===== config.mk =====
export PLATFORM = sky130hd
export DESIGN_NAME = midi_parser
export DESIGN_NICKNAME = d
export VERILOG_FILES = /design/src/rtl/midi_parser.sv
export SDC_FILE = /design/constraint.sdc
export NUM_CORES = 1
export LEC_CHECK = 0
export ABC_AREA = 1
export CAP_MARGIN = 20
export CORE_AREA = 5 5 95 97
export CTS_BUF_LIST = sky130_fd_sc_hd__clkbuf_16
export CTS_CLUSTER_DIAMETER = 150
export DETAILED_ROUTE_END_ITERATION = 8
export DIE_AREA = 0 0 100 102
export HOLD_SLACK_MARGIN = 0.12
export PLACE_DENSITY = 0.67
export SLEW_MARGIN = 20
export SYNTH_ARGS = -nofsm -noshare
export SYNTH_HDL_FRONTEND = slang
export SYNTH_SLANG_ARGS = --single-unit

===== constraint.sdc =====
create_clock -name clk_i -period 4.7 [get_ports clk_i]
set_input_delay 0.705 -clock clk_i [delete_from_list [all_inputs] [get_ports clk_i]]
set_output_delay 0.705 -clock clk_i [all_outputs]
set_load 0.05 [all_outputs]

===== src/rtl/midi_parser.sv =====
// MIDI byte-stream parser: running status, real-time filtering, Note On/Off and CC decode,
// plus an all-notes-off strobe driven by CC 120/123 or an Active Sensing timeout.
`ifndef MIDI_PAYLOAD_BITS
`define MIDI_PAYLOAD_BITS 7
`endif

module midi_parser #(
  parameter int MIDI_CHANNEL  = 0,
  parameter int OMNI          = 0,
  parameter int VEL0_IS_OFF   = 1,
  parameter int SENSE_TIMEOUT = 300000
) (
  input  logic                          clk_i,
  input  logic                          nrst_i,
  input  logic                          midiByteValid_i,
  input  logic [7:0]                    midiByte_i,
  output logic [`MIDI_PAYLOAD_BITS-1:0] note_o,
  output logic [`MIDI_PAYLOAD_BITS-1:0] velocity_o,
  output logic [3:0]                    channel_o,
  output logic                          noteOnStrb_o,
  output logic                          noteOffStrb_o,
  output logic                          ccStrb_o,
  output logic                          allOffStrb_o
);

  localparam int PW = `MIDI_PAYLOAD_BITS;
  localparam int TW = (SENSE_TIMEOUT < 2) ? 1 : $clog2(SENSE_TIMEOUT);
  localparam logic [3:0] CH = MIDI_CHANNEL[3:0];
  localparam logic [TW-1:0] LOAD = TW'(SENSE_TIMEOUT - 1);

  typedef enum logic [1:0] {IDLE, DATA1, DATA2, SKIP} state_t;

  state_t        state, state_next;
  logic [3:0]    cmd, chan;
  logic          accept;
  logic [6:0]    d1;
  logic          armed;
  logic [TW-1:0] cnt;

  logic is_rt, is_sys, is_voice, is_data, sys_reset, complete, timer_fire;
  logic on_next, off_next, cc_next, ao_cc;
  logic [PW-1:0] note_next, vel_next;
  logic [3:0]    chan_next;

  // Data bytes carry 7 bits; widen or narrow them to the payload width.
  function automatic logic [PW-1:0] to_payload(input logic [6:0] v);
    logic [PW+6:0] tmp;
    tmp = {{PW{1'b0}}, v};
    return tmp[PW-1:0];
  endfunction

  assign is_rt      = midiByteValid_i && (midiByte_i[7:3] == 5'b11111);
  assign is_sys     = midiByteValid_i && (midiByte_i[7:3] == 5'b11110);
  assign is_voice   = midiByteValid_i && midiByte_i[7] && (midiByte_i[7:4] != 4'hF);
  assign is_data    = midiByteValid_i && !midiByte_i[7];
  assign sys_reset  = is_rt && (midiByte_i == 8'hFF);
  assign complete   = is_data && ((state == DATA2) ||
                      ((state == DATA1) && ((cmd == 4'hC) || (cmd == 4'hD))));
  assign timer_fire = armed && !midiByteValid_i && (cnt == '0);

  always_ff @(posedge clk_i or negedge nrst_i) begin
    if (!nrst_i) begin
      state         <= IDLE;
      cmd           <= '0;
      chan          <= '0;
      accept        <= 1'b0;
      d1            <= '0;
      armed         <= 1'b0;
      cnt           <= '0;
      note_o        <= '0;
      velocity_o    <= '0;
      channel_o     <= '0;
      noteOnStrb_o  <= 1'b0;
      noteOffStrb_o <= 1'b0;
      ccStrb_o      <= 1'b0;
      allOffStrb_o  <= 1'b0;
    end else if (sys_reset) begin
      state         <= IDLE;
      cmd           <= '0;
      chan          <= '0;
      accept        <= 1'b0;
      d1            <= '0;
      armed         <= 1'b0;
      cnt           <= '0;
      note_o        <= '0;
      velocity_o    <= '0;
      channel_o     <= '0;
      noteOnStrb_o  <= 1'b0;
      noteOffStrb_o <= 1'b0;
      ccStrb_o      <= 1'b0;
      allOffStrb_o  <= 1'b0;
    end else begin
      state <= state_next;
      if (is_voice) begin
        cmd    <= midiByte_i[7:4];
        chan   <= midiByte_i[3:0];
        accept <= (OMNI != 0) || (midiByte_i[3:0] == CH);
      end else if (is_sys) begin
        cmd <= '0;
      end
      if (is_data && (state == DATA1)) d1 <= midiByte_i[6:0];
      // Any byte reloads the sense timer once Active Sensing has been seen.
      if (midiByteValid_i) begin
        if ((SENSE_TIMEOUT != 0) && (armed || (midiByte_i == 8'hFE))) begin
          armed <= 1'b1;
          cnt   <= LOAD;
        end
      end else if (armed) begin
        if (cnt == '0) armed <= 1'b0;
        else           cnt   <= cnt - 1'b1;
      end
      note_o        <= note_next;
      velocity_o    <= vel_next;
      channel_o     <= chan_next;
      noteOnStrb_o  <= on_next;
      noteOffStrb_o <= off_next;
      ccStrb_o      <= cc_next;
      allOffStrb_o  <= ao_cc || timer_fire;
    end
  end

  always_comb begin
    state_next = state;
    if (is_voice) begin
      state_next = DATA1;
    end else if (is_sys) begin
      state_next = SKIP;
    end else if (is_data) begin
      case (state)
        DATA1:   state_next = ((cmd == 4'hC) || (cmd == 4'hD)) ? DATA1 : DATA2;
        DATA2:   state_next = DATA1;
        default: state_next = state;
      endcase
    end
  end

  always_comb begin
    on_next   = 1'b0;
    off_next  = 1'b0;
    cc_next   = 1'b0;
    ao_cc     = 1'b0;
    note_next = note_o;
    vel_next  = velocity_o;
    chan_next = channel_o;
    if (complete && accept) begin
      case (cmd)
        4'h9: begin
          if ((midiByte_i[6:0] != 7'd0) || (VEL0_IS_OFF == 0)) on_next = 1'b1;
          else                                                  off_next = 1'b1;
        end
        4'h8: off_next = 1'b1;
        4'hB: begin
          cc_next = 1'b1;
          ao_cc   = (d1 == 7'd120) || (d1 == 7'd123);
        end
        default: ;
      endcase
      if (on_next || off_next || cc_next) begin
        note_next = to_payload(d1);
        vel_next  = to_payload(midiByte_i[6:0]);
        chan_next = chan;
      end
    end
  end

endmodule


==> results of run 1 <==
==> cells in the mapped netlist, drive strengths merged <==
master | n | area, sq um
nand4 | 3 | 18.77
o211ai | 4 | 30.03
nand3 | 51 | 260.3
nor2 | 53 | 211.5
dfrtp | 60 | 1501
a21oi | 10 | 50.05
nor4 | 2 | 12.51
o22ai | 2 | 12.51
xor2 | 2 | 17.52
buf | 10 | 77.56
ha | 1 | 12.51
nor3 | 6 | 30.03
clkbuf | 1 | 3.750
nand3b | 2 | 15.01
nand2 | 129 | 496.7
o21ai | 35 | 193.9
clkinv | 1 | 5.000
xnor2 | 2 | 17.52
inv | 48 | 185.2
==> power by group through the flow <==
stage	Combinational (W)	Clock [W]	Sequential (W)
CTS	0.000559	0.000616	0.000748
detailed placement	0.000556	0	0.000755
global placement	0.000544	0	0.000752
floorplan	0.000410	0	0.000758
finish	0.000557	0.000609	0.000748
global route	0.000644	0.000638	0.000767
==> logic make-up (layout without fill, tap and decap cells) <==
family	Yosys count	count (layout)	share of synthesized area
AND/OR/NAND/NOR	246	246	0.3315
flip-flops	60	60	0.4764
AO/OA/AOI/OAI	51	51	0.09091
buffers and inverters	60	99	0.08614
XOR/XNOR	4	4	0.01112
adder cells (fa/ha/maj)	1	1	0.003969
==> worst max-delay path, stage by stage <==
cell and delay, ns:
clkdlybuf4s50_1 0.53, nand2_1 0.10, inv_2 0.07, nand2_1 0.08
nor2_1 0.15, nand2_1 0.07, nor2_1 0.45, inv_1 0.45
nand2_1 0.24, o21ai_0 0.10
==> area by class of cell <==
cell class	instances	share of cell area
Sequential cell	60	0.3941
Multi-Input combinational cell	302	0.3619
Timing Repair Buffer	34	0.08670
Clock buffer	9	0.05911
Inverter	49	0.04992
Tap cell	105	0.03448
Clock inverter	7	0.01379
==> worst paths after layout <==
kind | start | to | slack, ns | depth (start not counted)
worst max-delay path | midiByte_i[6] | chan[1] | 1.96 | 10
worst min-delay path | nrst_i | velocity_o[4] | 0.32 | 1
worst max register to register | cnt[0] | cnt[3] | 2.84 | 10
worst min register to register | velocity_o[1] | velocity_o[1] | 0.51 | 2
max in group asynchronous | nrst_i | cnt[16] | 3.49 | 2
min in group clk_i | velocity_o[1] | velocity_o[1] | 0.51 | 2
==> per-stage QoR <==
stage	hold slack, ns	area (sq um)	util	power (W)	cells
after global placement	0.4889	3532	0.4387	0.001296	550
after floorplan	0.4094	3152	-	0.001169	422
final	0.3237	3810	0.4732	0.001915	566
after global routing	0.3732	3810	0.4732	0.002048	566
after CTS	0.3372	3810	0.4732	0.001923	566
after detailed placement	0.4933	3532	0.4387	0.001312	550
==> state kept, by name, indices dropped and copies added, names as in the netlist <==
name and cells:
ccStrb_o 1, armed 1, channel_o 4, velocity_o 7, note_o 7, accept 1
cnt 19, noteOnStrb_o 1, chan 4, cmd 4, allOffStrb_o 1, state 2
d1 7, noteOffStrb_o 1
==> routing by layer <==
layer	global-route usage	routed length [um]
met5	0	0
met4	0.07979	146
met3	0.03208	387
met2	0.2488	3363
met1	0.2218	3673
==> metrics.yaml, run 1 <==
power_and_ir_drop:
  combPwrFrac: 0.291
  pwr-share-seq: 0.391
  p_sw_frac: 0.3732
  clkPwrFrac: 0.318
  ir_worst_vdd_mv: 0.2667
  power_switching_w: 0.0007145
  leakagePower_nw: 1.881
  powerDensity_nw_per_um2: 502.6
  p_int_w: 0.001200
finish:
  regArea_sq_um: 1501
  area_delta_synth_final_pct: 20.88
  layout_common_cells: "126 x nand2_1, 60 x dfrtp_1, 50 x nor2_1, 50 x nand3_1, 43 x inv_1"
  final_common_cell: "nand2_1"
  fin_nets: 468
  nFillCells: 824
  antenna_cells: 0
  multi_input_area_sq_um: 1379
  drive_gt1_frac: 0.08026
route:
  wl_mm: 7.570
  wire_per_inst_um: 13.37
  vias: 2838
  drtPass1Iterations: 4
  drtIter0Drc: 156
  avgViaCountPerCell: 5.014
  ant_nets: 0
  drc: 0
placed_design:
  pre_cts_ws_ns: 1.659
  dp_hpwl_mm: 5.473
  port_buffers: 32
  gp_congestion: 0.8854
cts:
  cts_sinks: 60
  clk_pin_slew_worst_paths_ns: 0.06
  max-clock-path-buffers: 2
  cts_tree: "done"
  root_buffer: "clkbuf_16"
  cts_buffers: 9
  cts_resized: 0
  worstSkewPairLatency_ns: 0.33
  htree_levels: 3
  cts_hold_buffers: 0
  post-cts-setup-buffers: 0
timing:
  layout_setup_ws_ns: 1.958
  tightest_slew_ns: 0.5826
  max_freq_ghz: 0.3647
  fin_setup_tns_ns: 0
  skew_ns: 0.004949
  slew_headroom: 0.6102
  period_share: 0.5833
  rsz0062_at_grt: "false"
  drv_slew: 0
  hold_violations: 0
  final-setup-viol-count: 0
  final.min_clock_period_ns: 2.742
critical_path:
  crit_arrival_ns: 2.96
  crit_type: "in -> reg"
  required_ns: 4.91
  end_kind: "flip-flop"
  start_kind: "input port"
  critPathMaxFanout: 16
global_routing:
  grt_max_degree: 41
  antenna_found_initial: 0
  first_global_vias: 2729
  overflow: 0
  grt_pass1_wl_mm: 13.05
  grt_usage: 0.1627
worst_hold_path:
  hp-class: "in -> async"
floorplan:
  dieHeight_um: 102
  die_area_sq_um: 10200
  initial_utilization: 0.3915
  ios: 33
  die_w_um: 100
  rows: 33
  core_sq_um: 8051
synth:
  syn-cell-area_sq_um: 3152
  yosys.cell_types.count: 31
  synth_fp_nets: 434
  avgSynthCellArea_sq_um: 7.469
  yosysSeqAreaShare: 0.4764
  ys_warn_count: 0
  synthCells: 422
  ys_ff_latch: 60
job:
  cap_violations: 0
run_status:
  status: "complete, no violations"
Power figures use the tool's default switching activity.
==> run 2: changes to the inputs <==
==> constraint.sdc (replaced) <==
create_clock -name clk_i -period 2.75 [get_ports clk_i]
set_input_delay 0.4125 -clock clk_i [delete_from_list [all_inputs] [get_ports clk_i]]
set_output_delay 0.4125 -clock clk_i [all_outputs]
set_load 0.05 [all_outputs]
==> run 2 against run 1 <==
Core utilization is 0.26 points higher. Clock power increased by 61%. Critical endpoint is now velocity_o[6]. Register-to-register slack got worse by 1.9 ns. Critical path type is now reg -> out. Largest power group unchanged.
==> metrics.yaml, run 2 (same netlist as run 1, synthesis figures left out) <==
finish:
  antenna_cells: 0
  area_delta_synth_final_pct: 21.56
  final_common_cell: "nand2_1"
  final_cells: 570
  fin_nets: 473
  layout_common_cells: "126 x nand2_1, 60 x dfrtp_1, 50 x nor2_1, 50 x nand3_1, 44 x inv_1"
  largest-register: "cnt"
  drive_gt1_frac: 0.08387
  largest_reg_flops: 19
cts:
  cts_buffers: 9
  cts_tree: "done"
  htree_levels: 3
  worstSkewPairLatency_ns: 0.33
  max-clock-path-buffers: 2
  cts_sinks: 60
  clk_pin_slew_worst_paths_ns: 0.05
  cts_resized: 0
  root_buffer: "clkbuf_16"
critical_path:
  path_cells: "clkdlybuf4s50_1"
  path_delay_family: "buffers and inverters"
  critPathMaxFanout: 2
  path_buf_inv: 1
  end_kind: "primary output"
  start_kind: "flip-flop"
  required_ns: 2.34
  reg2reg_slack_ns: 0.89
  crit_arrival_ns: 1.51
  crit_type: "reg -> out"
  path_depth: 1
  r2r-start: "cnt[0]"
  cp-startpoint: "velocity_o[6]"
  crit-reg2reg-capture: "cnt[18]"
  slowest_delay_ns: 0.81
  r2r_cells: 10
  slowest_stage: "clkdlybuf4s50_1"
placed_design:
  gp_congestion: 0.8676
  dp_cells: 554
  dp_hpwl_mm: 5.359
  port_buffers: 32
worst_hold_path:
  hold_end: "note_o[6]"
  min-delay-start: "note_o[6]"
  hp-class: "reg -> reg"
  hold_depth: 2
timing:
  final-setup-viol-count: 0
  tightest_slew_ns: 0.5591
  period_share: 0.7009
  final.min_clock_period_ns: 1.927
  fin_hold_ws_ns: 0.5076
  fin_setup_tns_ns: 0
  skew_ns: 0.004658
  rsz0062_at_grt: "false"
  drv_slew: 0
  max_freq_ghz: 0.5188
  hold_violations: 0
  slew_headroom: 0.6273
global_routing:
  overflow: 0
  grt_pass1_wl_mm: 12.85
  first_global_vias: 2705
  antenna_found_initial: 0
  grt_max_degree: 45
  grt_usage: 0.1602
floorplan:
  rows: 33
  core_sq_um: 8051
  die_area_sq_um: 10200
  ios: 33
  die_w_um: 100
  initial_utilization: 0.3915
  dieHeight_um: 102
route:
  vias: 2847
  wl_mm: 7.458
  drtIter0Drc: 164
  drc: 0
  wire_per_inst_um: 13.08
  avgViaCountPerCell: 4.995
  drtPass1Iterations: 5
  ant_nets: 0
job:
  cap_violations: 0
power_and_ir_drop:
  leakagePower_nw: 1.898
  ir_worst_vdd_mv: 0.3575
  powerDensity_nw_per_um2: 838.2
run_status:
  status: "complete, no violations"
==> run 2: cell types whose count changed in the layout (fill, tap and decap cells not counted), sizes merged <==
cell,change
clkinvlp,+1
clkinv,-2
buf,+4
dlygate4sd3,+1
==> run 2: timing repair <==
| action | 4_1_cts | 5_1_grt |
|---|---|---|
| hold buffers | 1 | 0 |
| setup buffers | 0 | 0 |
| hold endpoints to repair | 16 | 0 |
==> run 2: tightest hold or removal path: stages (launching register included) <==
cell	delay (ns)
dfrtp_1	0.35
nand3_1	0.08
nand2_1	0.05
==> run 2: power breakdown <==
group	internal [W]	switching [W]	total, W
registers	0.00110	0.000181	0.00128
logic	0.000345	0.000603	0.000948
clock network	0.000594	0.000389	0.000983
==> run 2: metrics by stage <==
stage               setup slack [ns]  power, W  area [sq um]  utilization
finish                        0.8225  0.003211          3831       0.4758
global route                  0.5963  0.003454          3831       0.4758
CTS                           0.8157  0.003224          3831       0.4758
detailed placement            0.5286  0.002236          3562       0.4424
global placement              0.5689  0.002213          3562       0.4424
floorplan                      1.183  0.001997          3152            -
==> run 2: metal layers <==
| layer | track usage | up-vias | part of all wire |
|---|---|---|---|
| li1 | - | 1431 | - |
| met1 | 0.2194 | 1321 | 0.47 |
| met2 | 0.2458 | 84 | 0.45 |
| met3 | 0.04573 | 11 | 0.063 |
| met4 | 0.05389 | 0 | 0.016 |
| met5 | 0 | - | 0 |
==> run 2: worst max-delay path by stage <==
stage               endpoint  slack, ns
2_1_floorplan         cnt[1]       1.18
3_3_place_gp          cnt[3]       0.57
3_5_place_dp          cnt[6]       0.53
4_1_cts        velocity_o[6]       0.82
5_1_grt             state[0]       0.60
6_report       velocity_o[6]       0.82
==> run 2: area by class of cell <==
type / count / area [sq um]
Clock buffer: 9 / 225.2
Clock inverter: 6 / 33.78
Fill cell: 788 / 4220
Inverter: 49 / 190.2
Multi-Input combinational cell: 302 / 1379
Sequential cell: 60 / 1501
Tap cell: 105 / 131.4
Timing Repair Buffer: 39 / 370.4
==> run 3: changes to the inputs <==
--- a/config.mk
+++ b/config.mk
@@ -13,7 +13,7 @@
 export DETAILED_ROUTE_END_ITERATION = 8
 export DIE_AREA = 0 0 100 102
 export HOLD_SLACK_MARGIN = 0.12
-export PLACE_DENSITY = 0.67
+export PLACE_DENSITY = 0.69
 export SLEW_MARGIN = 20
 export SYNTH_ARGS = -nofsm -noshare
 export SYNTH_HDL_FRONTEND = slang
==> constraint.sdc (replaced) <==
create_clock -name clk_i -period 1.7 [get_ports clk_i]
set_input_delay 0.255 -clock clk_i [delete_from_list [all_inputs] [get_ports clk_i]]
set_output_delay 0.255 -clock clk_i [all_outputs]
set_load 0.05 [all_outputs]
==> run 3 against run 2 <==
Core utilization up 3.8 points. Design area is 8.1% higher. Sequential share of layout area shrank 2.9 points. Global-route usage up 1.0 points. Cell count rose by 5.4%. Sequential power increased by 62%. Via count is 3.6% higher. Critical path type is now in -> reg. Largest cell class unchanged. Largest power group unchanged.
==> metrics.yaml, run 3 (same netlist as run 1, synthesis figures left out) <==
critical_path:
  required_ns: 1.91
  cp-startpoint: "midiByte_i[6]"
  end_kind: "flip-flop"
  critPathMaxFanout: 8
  start_kind: "input port"
  crit_arrival_ns: 1.81
  reg2reg_slack_ns: 0.12
  crit_type: "in -> reg"
  r2r-start: "cnt[10]"
timing:
  fin_setup_tns_ns: 0
  final.min_clock_period_ns: 1.602
  hold_violations: 0
  final-setup-viol-count: 0
  drv_slew: 0
  skew_ns: 0.007856
  period_share: 0.9423
  max_freq_ghz: 0.6243
  slew_headroom: 0.6758
  tightest_slew_ns: 0.4864
cts:
  cts_buffers: 9
  root_buffer: "clkbuf_16"
  cts_sinks: 60
  htree_levels: 3
  clk_pin_slew_worst_paths_ns: 0.05
  cts_tree: "done"
  max-clock-path-buffers: 2
  worstSkewPairLatency_ns: 0.33
worst_hold_path:
  hp-class: "in -> async"
power_and_ir_drop:
  power_w: 0.005717
  powerDensity_nw_per_um2: 1381
  ir_worst_vdd_mv: 0.6613
  leakagePower_nw: 2.135
route:
  wire_per_inst_um: 13.37
  avgViaCountPerCell: 4.908
  drtPass1Iterations: 5
  drtIter0Drc: 231
  drc: 0
  vias: 2950
  wl_mm: 8.038
  ant_nets: 0
finish:
  antenna_cells: 0
  area_delta_synth_final_pct: 31.36
  largest_reg_flops: 19
  final_cells: 601
  fin_nets: 503
  post-route-cell-area_sq_um: 4140
  layout_common_cells: "126 x nand2_1, 60 x dfrtp_1, 51 x buf_4, 50 x nand3_1, 47 x nor2_1"
  largest-register: "cnt"
  final_common_cell: "nand2_1"
  drive_gt1_frac: 0.1956
global_routing:
  antenna_found_initial: 0
  grt_usage: 0.1703
  grt_pass1_wl_mm: 13.72
  overflow: 0
  grt_max_degree: 31
  first_global_vias: 2948
placed_design:
  gp_congestion: 0.8979
  dp_hpwl_mm: 5.943
  port_buffers: 32
  dp_cells: 582
  placed_cell_area_sq_um: 3755
floorplan:
  dieHeight_um: 102
  initial_utilization: 0.3915
  rows: 33
  die_area_sq_um: 10200
  ios: 33
  die_w_um: 100
  core_sq_um: 8051
run_status:
  status: "complete, no violations"
job:
  cap_violations: 0
-- run 3: cell types whose count changed in the layout (fill, tap and decap cells not counted), sizes merged --
cell,change
bufinv,+2
clkdlybuf4s50,-22
clkinv,-2
inv,+1
buf,+52
-- run 3: routing by layer --
| layer | share of wire | GRT usage | wire length (um) |
|---|---|---|---|
| met2 | 0.44 | 0.2699 | 3574 |
| met1 | 0.48 | 0.2303 | 3885 |
| met3 | 0.057 | 0.03891 | 462 |
| met4 | 0.014 | 0.06114 | 116 |
| met5 | 0 | 0 | 0 |
-- run 3: worst paths after layout --
kind / end / cells past startpoint
worst max-delay path: d1[0] / 11
worst min-delay path: velocity_o[5] / 2
max in group asynchronous: note_o[0] / 3
worst max register to register: cnt[6] / 9
min in group clk_i: velocity_o[1] / 2
worst min register to register: velocity_o[1] / 2
-- run 3: worst max-delay path: stages --
cell and delay, ns:
clkdlybuf4s50_1 0.49, nand2_1 0.10, inv_2 0.07, nand2_1 0.05
nor2_1 0.16, nand2_1 0.09, nor2_2 0.13, buf_4 0.19
nor2_1 0.09, inv_2 0.10, o21ai_0 0.08
-- run 3: through the flow --
step | hold slack (ns) | utilization | setup slack, ns
CTS | 0.4357 | 0.5069 | 0.05357
global route | 0.4672 | 0.5142 | -0.0006157
detailed placement | 0.2449 | 0.4664 | -0.2612
finish | 0.4371 | 0.5142 | 0.09815
floorplan | -0.04059 | - | 0.1332
global placement | 0.2367 | 0.4664 | -0.1847
-- run 3: repair_timing --
| item | 4_1_cts | 5_1_grt |
|---|---|---|
| resized for setup | 0 | 10 |
| hold endpoints to repair | 18 | 0 |
| setup endpoints to repair | 0 | 31 |
| hold buffers | 1 | 0 |
| buffers inserted | 0 | 2 |
-- run 3: final cells by class --
class                      count  area (sq um)
sequential                    60          1501
timing repair buffer          69         601.8
clock inverter                 7         91.34
clock buffer                   9         225.2
multi-input combinational    302          1399
tap                          105         131.4
fill                         730          3911
inverter                      49         190.2
-- run 3: where the power goes --
group / switching [W] / internal, W
Clock: 0.000651 / 0.00128
Sequential: 0.000293 / 0.00178
Combinational: 0.00106 / 0.000664
